--- config.mk ---
export PLATFORM = sky130hd
export DESIGN_NAME = uart_serializer
export DESIGN_NICKNAME = d
export VERILOG_FILES = /design/src/rtl/uart_serializer.sv
export SDC_FILE = /design/constraint.sdc
export NUM_CORES = 1
export LEC_CHECK = 0
export ABC_AREA = 1
export CORE_AREA = 2 2 55 57
export CTS_CLUSTER_SIZE = 14
export DETAILED_ROUTE_END_ITERATION = 12
export DIE_AREA = 0 0 57 59
export HOLD_SLACK_MARGIN = 0.08
export PLACE_DENSITY = 0.81
export SYNTH_ARGS = -nofsm -noshare
export SYNTH_HDL_FRONTEND = slang
export SYNTH_SLANG_ARGS = --single-unit
--- constraint.sdc ---
create_clock -name clk_i -period 1.9 [get_ports clk_i]
set_input_delay 0.475 -clock clk_i [delete_from_list [all_inputs] [get_ports clk_i]]
set_output_delay 0.475 -clock clk_i [all_outputs]
set_load 0.01 [all_outputs]
--- src/rtl/uart_serializer.sv ---
// uart_serializer
// ---------------
// Purpose: serialises one DataWidth-bit payload per frame onto an idle-high
// UART line. A frame is one start bit (0), the payload LSB first, an optional
// even-parity bit and one stop bit (1). Every bit is held for exactly
// B = 8*Prescale clock cycles, and a Prescale of 0 is treated as 1.
//
// Optional feature: define the macro UART_TX_PARITY_EN to insert an even
// parity bit (XOR of all payload bits) between the last data bit and the stop
// bit. When the macro is undefined, no parity state or logic is built.
//
// Ports:
//   clk_i      in   1          single clock, all logic on the rising edge
//   reset_i    in   1          synchronous active-high reset
//   data_i     in   DataWidth  payload, sampled only on the handshake edge
//   valid_i    in   1          data_i is offered
//   ready_o    out  1          a payload can be accepted this cycle
//   tx_data_o  out  1          registered serial line, idle high
//   busy_o     out  1          a frame is in progress
module uart_serializer #(
  parameter int unsigned DataWidth = 8,
  parameter logic [15:0] Prescale  = 16'd27
) (
  input  logic                 clk_i,
  input  logic                 reset_i,
  input  logic [DataWidth-1:0] data_i,
  input  logic                 valid_i,
  output logic                 ready_o,
  output logic                 tx_data_o,
  output logic                 busy_o
);

  // A Prescale of zero is promoted to one, so the shortest bit is 8 cycles.
  localparam int unsigned EffPrescale = (Prescale == 16'd0) ? 1 : int'(Prescale);
  localparam int unsigned BitCycles   = 8 * EffPrescale;
  localparam int          CntW        = $clog2(BitCycles);
  localparam logic [CntW-1:0] BitLast = CntW'(BitCycles - 1);

  localparam int BitIdxW = (DataWidth > 1) ? $clog2(DataWidth) : 1;
  localparam logic [BitIdxW-1:0] LastIdx = BitIdxW'(DataWidth - 1);

`ifdef UART_TX_PARITY_EN
  typedef enum logic [2:0] {IDLE, START, DATA, PARITY, STOP} txState_t;
`else
  typedef enum logic [1:0] {IDLE, START, DATA, STOP} txState_t;
`endif

  txState_t             r_state;
  logic [CntW-1:0]      r_baudCnt;
  logic [BitIdxW-1:0]   r_bitIdx;
  logic [DataWidth-1:0] r_shift;
  logic                 r_tx;
  logic                 r_ready;
  logic                 r_busy;
`ifdef UART_TX_PARITY_EN
  logic                 r_parity;
`endif

  // Single registered state machine. The baud counter is reloaded to B-1 at
  // every bit boundary and the bit changes when it reaches zero, so each bit
  // lasts exactly B cycles with no accumulated drift. The shift register
  // always presents the next bit to send at position 0, so tx_data_o is only
  // ever loaded from registered state, never from data_i.
  always_ff @(posedge clk_i) begin
    if (reset_i) begin
      r_state   <= IDLE;
      r_baudCnt <= '0;
      r_bitIdx  <= '0;
      r_shift   <= '0;
      r_tx      <= 1'b1;
      r_ready   <= 1'b1;
      r_busy    <= 1'b0;
`ifdef UART_TX_PARITY_EN
      r_parity  <= 1'b0;
`endif
    end else begin
      case (r_state)
        IDLE: begin
          r_tx    <= 1'b1;
          r_ready <= 1'b1;
          r_busy  <= 1'b0;
          if (valid_i && r_ready) begin
            r_shift   <= data_i;
            r_baudCnt <= BitLast;
            r_bitIdx  <= '0;
            r_tx      <= 1'b0;
            r_ready   <= 1'b0;
            r_busy    <= 1'b1;
`ifdef UART_TX_PARITY_EN
            r_parity  <= ^data_i;
`endif
            r_state   <= START;
          end
        end

        START: begin
          if (r_baudCnt == '0) begin
            r_baudCnt <= BitLast;
            r_bitIdx  <= '0;
            r_tx      <= r_shift[0];
            r_shift   <= r_shift >> 1;
            r_state   <= DATA;
          end else begin
            r_baudCnt <= r_baudCnt - CntW'(1);
          end
        end

        DATA: begin
          if (r_baudCnt == '0) begin
            r_baudCnt <= BitLast;
            if (r_bitIdx == LastIdx) begin
`ifdef UART_TX_PARITY_EN
              r_tx    <= r_parity;
              r_state <= PARITY;
`else
              r_tx    <= 1'b1;
              r_state <= STOP;
`endif
            end else begin
              r_bitIdx <= r_bitIdx + BitIdxW'(1);
              r_tx     <= r_shift[0];
              r_shift  <= r_shift >> 1;
            end
          end else begin
            r_baudCnt <= r_baudCnt - CntW'(1);
          end
        end

`ifdef UART_TX_PARITY_EN
        PARITY: begin
          if (r_baudCnt == '0) begin
            r_baudCnt <= BitLast;
            r_tx      <= 1'b1;
            r_state   <= STOP;
          end else begin
            r_baudCnt <= r_baudCnt - CntW'(1);
          end
        end
`endif

        // Ready rises on the edge that ends the stop bit, so a held valid_i
        // is accepted one cycle later, leaving a single idle-high cycle.
        STOP: begin
          if (r_baudCnt == '0) begin
            r_tx    <= 1'b1;
            r_ready <= 1'b1;
            r_busy  <= 1'b0;
            r_state <= IDLE;
          end else begin
            r_baudCnt <= r_baudCnt - CntW'(1);
          end
        end

        default: begin
          r_tx    <= 1'b1;
          r_ready <= 1'b1;
          r_busy  <= 1'b0;
          r_state <= IDLE;
        end
      endcase
    end
  end

  assign tx_data_o = r_tx;
  assign ready_o   = r_ready;
  assign busy_o    = r_busy;

endmodule

Word-level counts from Yosys, hierarchy flattened

Cells that the tools add are included.

Flip-flop bits (word level): 24

$add $sub $neg: 2
Eq/ne operators: 11
Mux-type cells: 30
Reductions and logical operators: 11

Operators by type and width:

| cell                                              | count |
|---|---|
| two-way mux 8 bit                                 | 7 |
| one-hot mux 8 bit (3 select lines)                | 2 |
| inequality test 2 bit (second input constant)     | 7 |
| two-way mux 3 bit                                 | 4 |
| two-way mux 2 bit                                 | 5 |
| AND reduction 5 bit                               | 2 |
| one-hot mux 3 bit (3 select lines)                | 1 |
| zero test 8 bit                                   | 1 |
| one-hot mux 2 bit (4 select lines)                | 1 |
| subtractor 8 x 1 -> 8 bit (second input constant) | 1 |
| two-way mux 1 bit                                 | 7 |
| == test 2 bit (second input constant)             | 2 |
| one-hot mux 1 bit (2 select lines)                | 2 |
| one-hot mux 1 bit (4 select lines)                | 1 |
| AND reduction 2 bit                               | 2 |
| adder 3 x 1 -> 3 bit (second input constant)      | 1 |
| == test 3 bit (second input constant)             | 1 |
| AND reduction 3 bit                               | 1 |
| nonzero test 3 bit                                | 1 |
| == test 2 x 1 -> 1 bit (second input constant)    | 1 |
| zero test 2 bit                                   | 1 |
| nonzero test 2 bit                                | 1 |
| OR reduction 2 bit                                | 1 |
| logical AND 1 bit                                 | 1 |

Logic depth before layout (Yosys ltp)

Word-level depth: 4
Depth in mapped cells: 10

Worst setup path after synthesis

OpenSTA, ideal clock, no wires.

Path type: register -> register
Start point: register r_state[0]
End point: register r_baudCnt[0]
Setup time: 111 ps
Arrival: 1,461 ps
Data required time: 1,789 ps
Setup slack: 327 ps
Cell stages (with the launch flop): 10
Buffers on the path: 1
Path through: dfxtp_1 inv_1 ha_1 buf_2 nor2_2 inv_2 a21oi_1 inv_1 nor2_1 nor2_1

Longest elaborated chain between the ends: 3
Elaborated cells on any way between the ends: 9
Those cells by class: eq/ne (5); mux (1); reduce/logical (3)

Ends and longest elaborated chain:

| what                                                                      | RTL line | text |
|---|---|---|
| start: declaration                                                        | 48       | `txState_t r_state;` |
| start signal: assignment                                                  | 66       | `r_state <= IDLE;` |
| start signal: assignment                                                  | 92       | `r_state <= START;` |
| start signal: assignment                                                  | 102      | `r_state <= DATA;` |
| == test 2 bit (tied with other cells)                                     | 77       | `case (r_state)` |
| OR reduction 2 bit (no line) or inequality test 2 bit (tied branches)     | -        |  |
| one-hot mux 8 bit (3 select lines) or AND reduction 2 bit (tied branches) | -        |  |
| end signal: assignment                                                    | 84       | `r_baudCnt <= BitLast;` |
| end signal: assignment                                                    | 98       | `r_baudCnt <= BitLast;` |
| end signal: assignment                                                    | 104      | `r_baudCnt <= r_baudCnt - CntW'(1);` |
| end: declaration                                                          | 49       | `logic [CntW-1:0] r_baudCnt;` |

Several ways; a longest one is shown, not always the timed one.
A chain may end at the register's enable or synchronous reset.

Worst setup path in the final report

Start point: register r_ready, in the netlist ready_o
End point: output ready_o

RTL lines:

| what                     | RTL line | text |
|---|---|---|
| start: declaration       | 53       | `logic r_ready;` |
| start signal: assignment | 71       | `r_ready <= 1'b1;` |
| start signal: assignment | 80       | `r_ready <= 1'b1;` |
| start signal: assignment | 87       | `r_ready <= 1'b0;` |
| end: declaration         | 28       | `output logic ready_o,` |

No word-level cell between the ends.

==> summary.txt <==
Clock tree
  – Htree depth: 1
  – Worst skew pair latency: between 300 and 400 ps
  – Clock Path Buffers: 2
  – # hold bufs at CTS: 0
  – Clock root buffer: clkbuf_4
  – Post-CTS Setup Bufs: 0
  – CTS buffer count: 3
  – Cts repair resizes: 0
  – Clk slew on worst S/H paths: ~150 ps
  – Sink Count: 24
  – CTS tree: yes

Critical path
  – Worst EP required: approximately 1400 ps
  – Bufs and invs on worst path: 1
  – Family with the most delay on the worst path: buffers and inverters
  – Critical Path Fanout Max: 4
  – CP cell instances: clkdlybuf4s50_1
  – Startpoint Class: flip-flop
  – WP data arrival: around 1300 ps
  – WS Path Type: flip-flop to output port
  – Slowest-stage cell, CP: clkdlybuf4s50_1
  – Max incr delay on CP: 560 ps
  – Critical Path End Type: output port

Route
  – Via Count: 1389
  – Top sig layer: met4
  – DR iter-0 viols: 38
  – DR vias/cell: around 5.0
  – Routed Wire Length: a little under 3 mm
  – Drt wl/cell: 10.8 um
  – Met3 routed WL: between 80 and 90 um
  – Met2 WL: 1.52 mm
  – Post-route ant nets: 0
  – TritonRoute pass-1 iters: 4
  – Met1 WL: around 1.3 mm
  – DRC: 0

Final layout
  – Nets: between 200 and 300
  – Most frequent cells in the layout: 71 x nand2_1, 49 x nor2_1, 25 x inv_1
  – Most common cell after layout, fill and taps aside: nand2_1
  – Antenna diode count: 0
  – Share of layout cells above drive strength 1: 8.57%
  – Fillers: 266
  – Area Overhead vs Synth: 15.7%

STA
  – Sum Neg Setup Slack: 0 ps
  – Final hold violations: 0
  – Final Cycle Share: between 90% and 100%
  – RSZ-0062 raised after global routing: false
  – Worst-Margin Slew: 299 ps
  – Tmin final: around 1800 ps
  – Final setup viols: 0
  – Clock Skews: between 9 and 10 ps
  – F_max: around 570 MHz
  – Fin worst setup slack: between 100 and 150 ps
  – Final Max Tran Viols: 0
  – Slew headroom: about four fifths

Floorplan
  – IO Pins: 14
  – Die ar.: 0.00336 mm2
  – Initial core utilization: a little over half
  – CORE AREA: 0.00271 mm2
  – Row cnt: 19
  – Die width: between 50 and 60 um
  – Die H: between 50 and 60 um

Pwr
  – Cell Pwr Density: 1920 mW/mm2
  – Leakage: a little under 0.0009 uW
  – Max VDD drop: approximately 1200 uV

Global routing
  – Global Route Usage Sum: a little under a fifth
  – Final global-route overflow total: 0
  – Antenna violations before repair: 0
  – First-pass GRT wire length: between 4 and 5 mm
  – Vias in the first global route: 1197
  – Largest net degree at the start of global routing: 22

Worst hold path
  – HP Class: flip-flop to flip-flop

Placed design
  – Post-DP HPWL: between 2 and 2.5 mm
  – I/O Buffers: 13
  – Final Wtd Congestion: slightly above 0.8
  – Worst slack, placed: around 100 ps

Synth
  – Sequential area share after synthesis: about 33%
  – Synthesized area: roughly 0.0015 mm2
  – Synthesized instance count: about 230
  – Distinct cells, synth: 22
  – Post-synthesis register bit count: 24
  – Syn. warnings: 0
  – Net Count, Synth: between 200 and 250
  – Avg Cell Area, Syn: between 6 and 7 um2

Job
  – Max_cap viols: 0

Outcome
  – Run status: completed
metal layers:
layer	vias to the layer above	GRT usage, %
met4	0	4.98
met2	19	33.2
met5	-	0
met1	630	22.9
li1	734	-
met3	6	2.18
power by group:
part | leakage (uW) | switching, uW | internal, uW
clock network | 0.0000279 | 165 | 213
logic | 0.000640 | 1220 | 788
registers | 0.000199 | 145 | 715
total | 0.000867 | 1530 | 1720
state kept, by name, summed over array words and instances, names as in the netlist:
register and flops:
tx_data_o 1, r_bitIdx 3, r_baudCnt 8, busy_o 1
ready_o 1, r_shift 8, r_state 2
area by class of cell:
cell class	count	area [um2]	area share, %
clock inverters	1	30.0	1.78
flip-flops and latches	24	480	28.4
multi-input cells	173	845	50.0
repair buffers	17	173	10.2
well taps	31	38.8	2.29
inverters	27	101	6.00
clock buffers	3	22.5	1.33
logic make-up after synthesis:
group           after synthesis  share of synthesized area (%)
xor+xnor                      1                          0.599
fa+ha+maj                     7                           5.99
mux                           7                           4.79
buf+inv                      32                           9.33
compound gates               11                           4.11
flops                        24                           32.9
simple gates                147                           42.3
worst register-to-register path, delay by kind of cell (launching register included):
| kind | cells | cell delay (ps) |
|---|---|---|
| buffers and inverters | 3 | 270 |
| AOI/OAI and AO/OA | 1 | 260 |
| adders and majority gates | 1 | 320 |
| and+or+nand+nor | 3 | 340 |
| DFF | 1 | 420 |
synth_stat cells:
master / n / area (um2)
or2_2: 1 / 6.26
nor2_4: 2 / 22.5
buf_2: 1 / 5.00
inv_1: 25 / 93.8
a21oi_1: 6 / 30.0
nand2_1: 71 / 267
xor2_1: 1 / 8.76
nand3_1: 16 / 80.1
mux2i_1: 7 / 70.1
dfxtp_1: 24 / 480
nand2_4: 1 / 11.3
buf_6: 2 / 22.5
nand3_2: 1 / 10.0
nand2_2: 3 / 18.8
buf_1: 2 / 7.51
nor2_2: 3 / 18.8
inv_2: 2 / 7.51
nor2_1: 49 / 184
o211ai_1: 1 / 7.51
o21bai_1: 1 / 7.51
ha_1: 7 / 87.6
o21ai_0: 3 / 15.0
final timing paths:
| kind | from | end | slack (ps) | cells past startpoint |
|---|---|---|---|---|
| max | ready_o | ready_o | 150 | 1 |
| min | r_shift[6] | r_shift[6] | 500 | 2 |
| max reg2reg | r_state[0] | r_baudCnt[1] | 200 | 8 |
| min reg2reg | r_shift[6] | r_shift[6] | 500 | 2 |
stage by stage:
step	total power, uW	hold WS [ps]	cell area, um2	util (%)	std cells
floorplan	2430	454	1460	-	229
global placement	2810	464	1640	60.4	272
detailed placement	2860	473	1640	60.4	272
CTS	3260	495	1690	62.4	276
global route	3560	526	1690	62.4	276
finish	3240	496	1690	62.4	276
Power figures use the tool's default switching activity.
